**config.mk**
```make
export PLATFORM = sky130hd
export DESIGN_NAME = spike_rate_encoder
export DESIGN_NICKNAME = d
export VERILOG_FILES = /design/src/rtl/snn_pkg.sv /design/src/rtl/lfsr16.sv /design/src/rtl/spike_rate_encoder.sv
export SDC_FILE = /design/constraint.sdc
export NUM_CORES = 1
export LEC_CHECK = 0
export BUFFER_PORTS_ARGS = -buffer_cell sky130_fd_sc_hd__buf_2
export CAP_MARGIN = 20
export CORE_ASPECT_RATIO = 0.8
export CORE_MARGIN = 5
export CORE_UTILIZATION = 30
export CTS_CLUSTER_DIAMETER = 40
export CTS_CLUSTER_SIZE = 28
export DETAILED_ROUTE_END_ITERATION = 8
export PLACE_DENSITY_LB_ADDON = 0.05
export SYNTH_ARGS = -nofsm -noshare
export SYNTH_HDL_FRONTEND = slang
export SYNTH_SLANG_ARGS = --single-unit
```
**constraint.sdc**
```tcl
create_clock -name clk -period 9.66 [get_ports clk]
set_input_delay 0.483 -clock clk [delete_from_list [all_inputs] [get_ports clk]]
set_output_delay 0.483 -clock clk [all_outputs]
set_load 0.05 [all_outputs]
```
**src/rtl/snn_pkg.sv**
```systemverilog
// Shared types and constants for the SNN encoder stages.
package snn_pkg;

    typedef enum logic [2:0] {
        ST_IDLE,
        ST_LOAD,
        ST_GEN,
        ST_OUT,
        ST_FIN
    } enc_state_e;

    localparam logic [15:0] LFSR_TAPS    = 16'hB400;
    localparam int unsigned DEF_N_INPUTS = 16;
    localparam int unsigned DEF_T_STEPS  = 8;

    // One step of the right-shifting Galois LFSR (x^16+x^14+x^13+x^11).
    function automatic logic [15:0] lfsr16_next(input logic [15:0] cur);
        return cur[0] ? ((cur >> 1) ^ LFSR_TAPS) : (cur >> 1);
    endfunction

endpackage

```
**src/rtl/lfsr16.sv**
```systemverilog
// 16-bit Galois LFSR with synchronous load and enable; load wins over enable.
module lfsr16
    import snn_pkg::*;
#(
    parameter logic [15:0] RESET_VAL = 16'hACE1
) (
    input  logic        clk,
    input  logic        reset,
    input  logic        load,
    input  logic [15:0] seed,
    input  logic        en,
    output logic [15:0] q
);

    logic [15:0] lfsr_q;
    logic [15:0] lfsr_d;

    // Next-state selection: reload, advance, or hold.
    always_comb begin
        lfsr_d = lfsr_q;
        if (load) begin
            lfsr_d = seed;
        end else if (en) begin
            lfsr_d = lfsr16_next(lfsr_q);
        end
    end

    // State register.
    always_ff @(posedge clk) begin
        if (reset) begin
            lfsr_q <= RESET_VAL;
        end else begin
            lfsr_q <= lfsr_d;
        end
    end

    assign q = lfsr_q;

endmodule

```
**src/rtl/spike_rate_encoder.sv**
```systemverilog
// Bernoulli rate encoder: loads a pixel frame, emits T_STEPS spike vectors over valid/ready.
module spike_rate_encoder
    import snn_pkg::*;
#(
    parameter int unsigned N_INPUTS  = DEF_N_INPUTS,
    parameter int unsigned PIX_W     = 8,
    parameter int unsigned T_STEPS   = DEF_T_STEPS,
    parameter logic [15:0] LFSR_SEED = 16'hACE1
) (
    input  logic                         clk,
    input  logic                         reset,
    input  logic                         start_en,
    output logic [$clog2(N_INPUTS)-1:0]  pix_addr,
    input  logic [PIX_W-1:0]             pix_data,
    output logic [N_INPUTS-1:0]          spike_vec,
    output logic                         spike_valid,
    input  logic                         spike_ready,
    output logic [$clog2(T_STEPS)-1:0]   timestep,
    output logic                         busy,
    output logic                         done
);

    localparam int unsigned AW = $clog2(N_INPUTS);
    localparam int unsigned TW = $clog2(T_STEPS);
    localparam int unsigned CW = $clog2(N_INPUTS + 1);

    enc_state_e             state_q, state_d;
    logic                   start_q, start_d;
    logic [CW-1:0]          ld_cnt_q, ld_cnt_d;
    logic [AW-1:0]          pix_addr_q, pix_addr_d;
    logic [AW-1:0]          gen_idx_q, gen_idx_d;
    logic [PIX_W-1:0]       pix_reg_q [N_INPUTS];
    logic [PIX_W-1:0]       pix_reg_d [N_INPUTS];
    logic [N_INPUTS-1:0]    shadow_q, shadow_d;
    logic [N_INPUTS-1:0]    spike_vec_q, spike_vec_d;
    logic                   spike_valid_q, spike_valid_d;
    logic [TW-1:0]          ts_q, ts_d;
    logic                   busy_q, busy_d;
    logic                   done_q, done_d;

    logic                   start_pulse;
    logic                   lfsr_load;
    logic                   lfsr_en;
    logic [15:0]            lfsr_val;
    logic                   lfsr_unused_c;

    assign start_pulse   = start_en & ~start_q;
    assign lfsr_unused_c = ^lfsr_val[15:PIX_W];

    lfsr16 #(
        .RESET_VAL (LFSR_SEED)
    ) u_lfsr (
        .clk   (clk),
        .reset (reset),
        .load  (lfsr_load),
        .seed  (LFSR_SEED),
        .en    (lfsr_en),
        .q     (lfsr_val)
    );

    // Next-state and output computation for the encoder FSM.
    always_comb begin
        state_d       = state_q;
        start_d       = start_en;
        ld_cnt_d      = ld_cnt_q;
        pix_addr_d    = pix_addr_q;
        gen_idx_d     = gen_idx_q;
        pix_reg_d     = pix_reg_q;
        shadow_d      = shadow_q;
        spike_vec_d   = spike_vec_q;
        spike_valid_d = spike_valid_q;
        ts_d          = ts_q;
        busy_d        = busy_q;
        done_d        = 1'b0;
        lfsr_load     = 1'b0;
        lfsr_en       = 1'b0;

        case (state_q)
            ST_IDLE: begin
                if (start_pulse) begin
                    lfsr_load  = 1'b1;
                    ld_cnt_d   = '0;
                    pix_addr_d = '0;
                    gen_idx_d  = '0;
                    ts_d       = '0;
                    busy_d     = 1'b1;
                    state_d    = ST_LOAD;
                end
            end
            ST_LOAD: begin
                // Read data lags the address by one cycle.
                if (ld_cnt_q != '0) begin
                    pix_reg_d[AW'(ld_cnt_q - CW'(1))] = pix_data;
                end
                if (ld_cnt_q == CW'(N_INPUTS)) begin
                    gen_idx_d = '0;
                    shadow_d  = '0;
                    state_d   = ST_GEN;
                end else begin
                    ld_cnt_d   = ld_cnt_q + CW'(1);
                    pix_addr_d = (ld_cnt_q < CW'(N_INPUTS - 1)) ? AW'(ld_cnt_q + CW'(1))
                                                                : AW'(N_INPUTS - 1);
                end
            end
            ST_GEN: begin
                lfsr_en             = 1'b1;
                shadow_d[gen_idx_q] = (pix_reg_q[gen_idx_q] > lfsr_val[PIX_W-1:0]);
                if (gen_idx_q == AW'(N_INPUTS - 1)) begin
                    spike_vec_d   = shadow_d;
                    spike_valid_d = 1'b1;
                    state_d       = ST_OUT;
                end else begin
                    gen_idx_d = gen_idx_q + AW'(1);
                end
            end
            ST_OUT: begin
                if (spike_ready) begin
                    spike_valid_d = 1'b0;
                    if (ts_q == TW'(T_STEPS - 1)) begin
                        done_d  = 1'b1;
                        busy_d  = 1'b0;
                        state_d = ST_FIN;
                    end else begin
                        ts_d      = ts_q + TW'(1);
                        gen_idx_d = '0;
                        shadow_d  = '0;
                        state_d   = ST_GEN;
                    end
                end
            end
            ST_FIN: begin
                state_d = ST_IDLE;
            end
            default: begin
                state_d = ST_IDLE;
            end
        endcase
    end

    // State, datapath and output registers.
    always_ff @(posedge clk) begin
        if (reset) begin
            state_q       <= ST_IDLE;
            start_q       <= 1'b0;
            ld_cnt_q      <= '0;
            pix_addr_q    <= '0;
            gen_idx_q     <= '0;
            for (int i = 0; i < int'(N_INPUTS); i++) begin
                pix_reg_q[i] <= '0;
            end
            shadow_q      <= '0;
            spike_vec_q   <= '0;
            spike_valid_q <= 1'b0;
            ts_q          <= '0;
            busy_q        <= 1'b0;
            done_q        <= 1'b0;
        end else begin
            state_q       <= state_d;
            start_q       <= start_d;
            ld_cnt_q      <= ld_cnt_d;
            pix_addr_q    <= pix_addr_d;
            gen_idx_q     <= gen_idx_d;
            pix_reg_q     <= pix_reg_d;
            shadow_q      <= shadow_d;
            spike_vec_q   <= spike_vec_d;
            spike_valid_q <= spike_valid_d;
            ts_q          <= ts_d;
            busy_q        <= busy_d;
            done_q        <= done_d;
        end
    end

    assign pix_addr    = pix_addr_q;
    assign spike_vec   = spike_vec_q;
    assign spike_valid = spike_valid_q;
    assign timestep    = ts_q;
    assign busy        = busy_q;
    assign done        = done_q;

endmodule

```
-- Word level (Yosys, flattened, before mapping)
Index checks and enable logic that the tools add are counted.
- register bits: 199
- output and inout bits: 26
- word-level logic and storage cells: 127
- add/sub/neg operators: 4
- $lt $le $gt $ge: 7
- equal/unequal tests: 14
- mux-type cells: 47
- bitwise gates (word level): 7
- reduce and logical (&&, ||, !) cells: 20
- operators with widths (cell ; count):
    $bwmux W128 ; 1
    $mux W16 ; 4
    $pmux W16 S3 ; 1
    $bmux W8 S4 ; 1
    $demux W8 S4 ; 1
    $mux W4 ; 7
    $mux W3 ; 8
    $mux W8 ; 3
    $bwmux W16 ; 1
    $ne A2 B2 Y1 const B ; 8
    $pmux W4 S4 ; 1
    $reduce_and A4 Y1 ; 4
    $pmux W3 S4 ; 1
    $ge A5 B5 Y1 const B ; 2
    $mux W1 ; 10
    $mux W5 ; 2
    $not A4 Y5 ; 2
    $pmux W5 S2 ; 1
    $gt A8 B8 Y1 ; 1
    $pmux W4 S2 ; 1
    $eq A3 B2 Y1 const B ; 2
    $pmux W3 S2 ; 1
    $reduce_and A3 Y1 ; 2
    $reduce_and A6 Y1 ; 1
    other kinds (26) ; 33

-- Depth between registers and ports, before layout
- word-level depth: 7
- mapped depth: 10
- mapped depth without buffers: 9

-- Modules after synthesis
A second synthesis with hierarchy kept.
- cell total of the unflattened synthesis: 937
- area, all modules: 9690.5 µm²
- by module, submodules not included (module ; times used ; cells an instance ; area each (µm²) ; seq. area each (µm²)):
    spike_rate_encoder ; 1 ; 860 ; 8894.8 ; 3643.5
    lfsr16 ; 1 ; 77 ; 795.8 ; 320.3

-- Worst setup path before layout
OpenSTA, ideal clock, no wires.
- path kind: reg-to-reg
- start: register gen_idx_q[0]
- end: register shadow_q[11]
- arrival time: 3.127 ns
- data required time: 9.568 ns
- path slack: 6.440 ns
- cell stages (with the launch flop): 11
- clock period less this slack: 3.220 ns
- cell sequence: dfxtp_1 > buf_2 > buf_2 > mux4_2 > mux4_2 > ha_1 > nand4_1 > nor2_1 > a211oi_1 > nand3_1 > o32ai_1
- word-level cells in the longest chain between the ends: 7
- elaborated cells between the ends (all ways): 12
- those cells by class: order compare (3); mux (7); bitwise (1); reduce/logical (1)
- ends and longest elaborated chain (item ; line ; RTL):
    start, declared ; spike_rate_encoder.sv:31 ; logic [AW-1:0] gen_idx_q, gen_idx_d;
    start signal, assigned ; spike_rate_encoder.sv:162 ; gen_idx_q <= gen_idx_d;
    $not A4 Y5 (not written as such) ; spike_rate_encoder.sv:107 ; shadow_d[gen_idx_q] = (pix_reg_q[gen_idx_q] > lfsr_val[PIX_W-1:0]);
    $bmux W8 S4 ; spike_rate_encoder.sv:107 ;
    $mux W8 (not written as such) (2 in a row) ; spike_rate_encoder.sv:107 ;
    $gt A8 B8 Y1 ; spike_rate_encoder.sv:107 ;
    $bwmux W16 (*) ; spike_rate_encoder.sv:107 ;
    $pmux W16 S3 (*) ; spike_rate_encoder.sv:78 ; case (state_q)
    end signal, assigned ; spike_rate_encoder.sv:164 ; shadow_q <= shadow_d;
    end, declared ; spike_rate_encoder.sv:34 ; logic [N_INPUTS-1:0] shadow_q, shadow_d;
Mark *: on every way between the ends. The rest lies on a longest branch, timed or not. The select of a mux whose other input is x is not followed.
A chain may end at the register's enable or synchronous reset.

-- Final worst setup path
- start: register gen_idx_q[0]
- end: register shadow_q[4]
The elaborated chain is that of the path after synthesis.

==> impl_metrics.yaml <==
run_status:
  status: "finished clean"
synth:
  ys_types: 53
  ys_ff_latch: 198
  syn_area_per_cell_um2: 9.908
  ys_seq_area_share_pct: 43.20
  async_flop_share_pct: 0
  syn_inst: 926
  ys_warn_count: 0
  syn-num-nets: 958
  synthFlopType: "dfxtp_1"
  synth-edff-count: 0
  syn_area_mm2: 0.009175
grt:
  grt.total_usage_pct: 16.01
  grt_max_degree: 80
  grt_pass1_vias: 6475
  overflow: 0
  grt_first_pass_wirelength_um: 41790
  grt_antenna_before_repair: 0
power:
  p_per_area_mw_per_mm2: 195.2
  peakVddDrop_v: 0.0001090
  leakagePower_nw: 4.000
  power.total_mw: 2.013
worst_setup_path:
  crit_start: "gen_idx_q[0]"
  rr_startpoint: "gen_idx_q[0]"
  cp_cell_sequence: "buf_4 -> mux4_2 -> mux4_2 -> ha_1 -> nand4_1 -> nor2_1 -> a211oi_1 -> nand3_1 -> o21ai_0"
  crit_fanout: 34
  critPathBufInv: 1
  crit_top_cell: "mux4_2"
  crit_path_end_kind: "register"
  slowest_delay_ns: 0.67
  cp.arrival_ns: 4.34
  cp-start-kind: "register"
  required_ns: 10.03
  cp_top_family: "multiplexers"
  crit_slowest_cell: "a211oi_1"
  worst-setup-path-type: "reg -> reg"
layout:
  stdcell_count: 1351
  mostFrequentLayoutCell: "dfxtp_1"
  mostFrequentLayoutCells: "dfxtp_1, mux2i_1, nand2b_1, nor2_1, nand2_1"
  fillers: 3186
  n_antenna_cell: 0
  area_growth_syn_to_layout_pct: 12.38
  final_util_pct: 34.10
  drive_gt1_share_pct: 15.14
  finalNetCount: 958
clock_tree:
  cts_resized: 0
  cts.sinks: 198
  insertion_delay_ns: 0.45
  clk_pin_slew_ns: 0.07
  cts_root_buf: "clkbuf_16"
  max-clock-path-buffers: 2
  cts_max_level: 4
  post-cts-setup-buffers: 0
  holdBufCountCts: 0
  cts_tree: "done"
  cts_buffers: 17
route:
  vias: 6634
  ant_nets: 0
  wire_per_inst_um: 19.94
  drt-pass1-iter-count: 5
  routed_wl_um: 26930
  dr.first_iter.drc_count: 408
  post_drt_via_cell_ratio: 4.910
  drc: 0
timing:
  finClkSkew_ns: 0.01427
  setup_viol: 0
  finalSetupTns_ns: 0
  hold_viol: 0
  clock.fmax_mhz: 252.4
  drv_slew: 0
  tightest_slew_ns: 1.034
  post-route-min-period_ns: 3.962
  slew-limit-headroom_pct: 30.95
  period_share_pct: 41.01
  rsz0062_at_grt: "false"
floorplanning:
  io_pins: 38
  dieArea_mm2: 0.03420
  fp.dieW_um: 205.5
  die-height_um: 166.4
  start_util_pct: 30.34
  design.core.area_mm2: 0.03024
  num_rows: 57
placement:
  portBuffers: 37
  dp_hpwl_um: 16940
  dp_cells: 1320
  place_congestion: 0.7155
worst_hold_path:
  hp-start: "start_en"
  hold_class: "in -> reg"
job:
  cap_violations: 0
area by class of cell:
type                    count  area (um^2)  area share [%]
repair buffers             49        277.8           2.694
clock inverters            13        171.4           1.662
clock buffers              18        429.2           4.162
multi-input cells         634         4852           47.06
well taps                 413        516.7           5.012
inverters                  26        97.59          0.9465
flip-flops and latches    198         3966           38.47
cells in the mapped netlist (2+ instances only):
| cell type | number | share of area (%) |
|---|---|---|
| dfxtp_1 | 198 | 43 |
| mux2i_1 | 99 | 11 |
| nand2b_1 | 80 | 5.5 |
| nor2_1 | 63 | 2.6 |
| nand2_1 | 59 | 2.4 |
| a21oi_1 | 54 | 2.9 |
| o21ai_0 | 49 | 2.7 |
| clkbuf_1 | 46 | 1.9 |
| mux4_2 | 40 | 9.8 |
| nand3b_1 | 35 | 2.9 |
| inv_1 | 26 | 1.1 |
| nand3_1 | 26 | 1.4 |
| ha_1 | 20 | 2.7 |
| buf_2 | 16 | 0.87 |
| nor2b_1 | 11 | 0.75 |
| o32ai_1 | 11 | 1.1 |
| o211ai_1 | 9 | 0.74 |
| a211oi_1 | 8 | 0.65 |
| nand2_2 | 8 | 0.55 |
| nand4_1 | 8 | 0.55 |
| and2_1 | 5 | 0.34 |
| and3_1 | 5 | 0.34 |
| nor3b_1 | 5 | 0.41 |
| buf_1 | 4 | 0.16 |
| nor3_1 | 4 | 0.22 |
| xnor2_1 | 4 | 0.38 |
| a211o_1 | 2 | 0.19 |
| a22o_1 | 2 | 0.19 |
| a31oi_1 | 2 | 0.14 |
| o21a_1 | 2 | 0.16 |
| o31ai_1 | 2 | 0.16 |
| or2_2 | 2 | 0.14 |
cells by family after synthesis:
group / synth area share [%]
multiplexers: 20.62
AND/OR/NAND/NOR: 19.13
adder cells (fa/ha/maj): 2.727
buffers and inverters: 4.187
AO/OA/AOI/OAI: 9.655
XOR/XNOR: 0.4773
flip-flops: 43.20
sequential cells by signal, summed over array words and instances, names as in the netlist:
| name | cells |
|---|---|
| start_q | 1 |
| busy | 1 |
| spike_vec | 16 |
| spike_valid | 1 |
| shadow_q | 15 |
| done | 1 |
| state_q | 3 |
| timestep | 3 |
| u_lfsr.q | 16 |
| gen_idx_q | 4 |
| ld_cnt_q | 5 |
| pix_addr | 4 |
| pix_reg_q | 128 |
path summary, 6_finish.rpt:
check	endpoint	slack [ns]	depth (start not counted)
worst max-delay path	shadow_q[4]	5.70	9
worst min-delay path	start_q	0.27	2
worst max register to register	shadow_q[4]	5.70	9
worst min register to register	spike_vec[6]	0.45	2
through the flow:
stage,cell area [um^2],worst slack [ns],hold slack (ns)
CTS,10310,5.618,0.2452
global placement,9711,5.653,0.4381
floorplan,9175,6.440,0.4321
finish,10310,5.698,0.2661
global route,10310,5.413,0.2921
detailed placement,9711,5.647,0.4399
where the power goes:
group | switching (mW) | internal (mW) | leakage, nW
combinational | 0.247 | 0.125 | 2.11
clock | 0.352 | 0.412 | 0.293
sequential | 0.0322 | 0.845 | 1.60
total | 0.631 | 1.38 | 4.00
per-layer routing:
layer	vias up	GRT usage [%]	wire length, um
met1	3245	24.35	14130
met3	26	2.741	734
li1	3273	-	-
met2	90	23.28	11720
met4	0	4.396	346
met5	-	0	0
No activity file was read; power rests on OpenSTA's default activity.
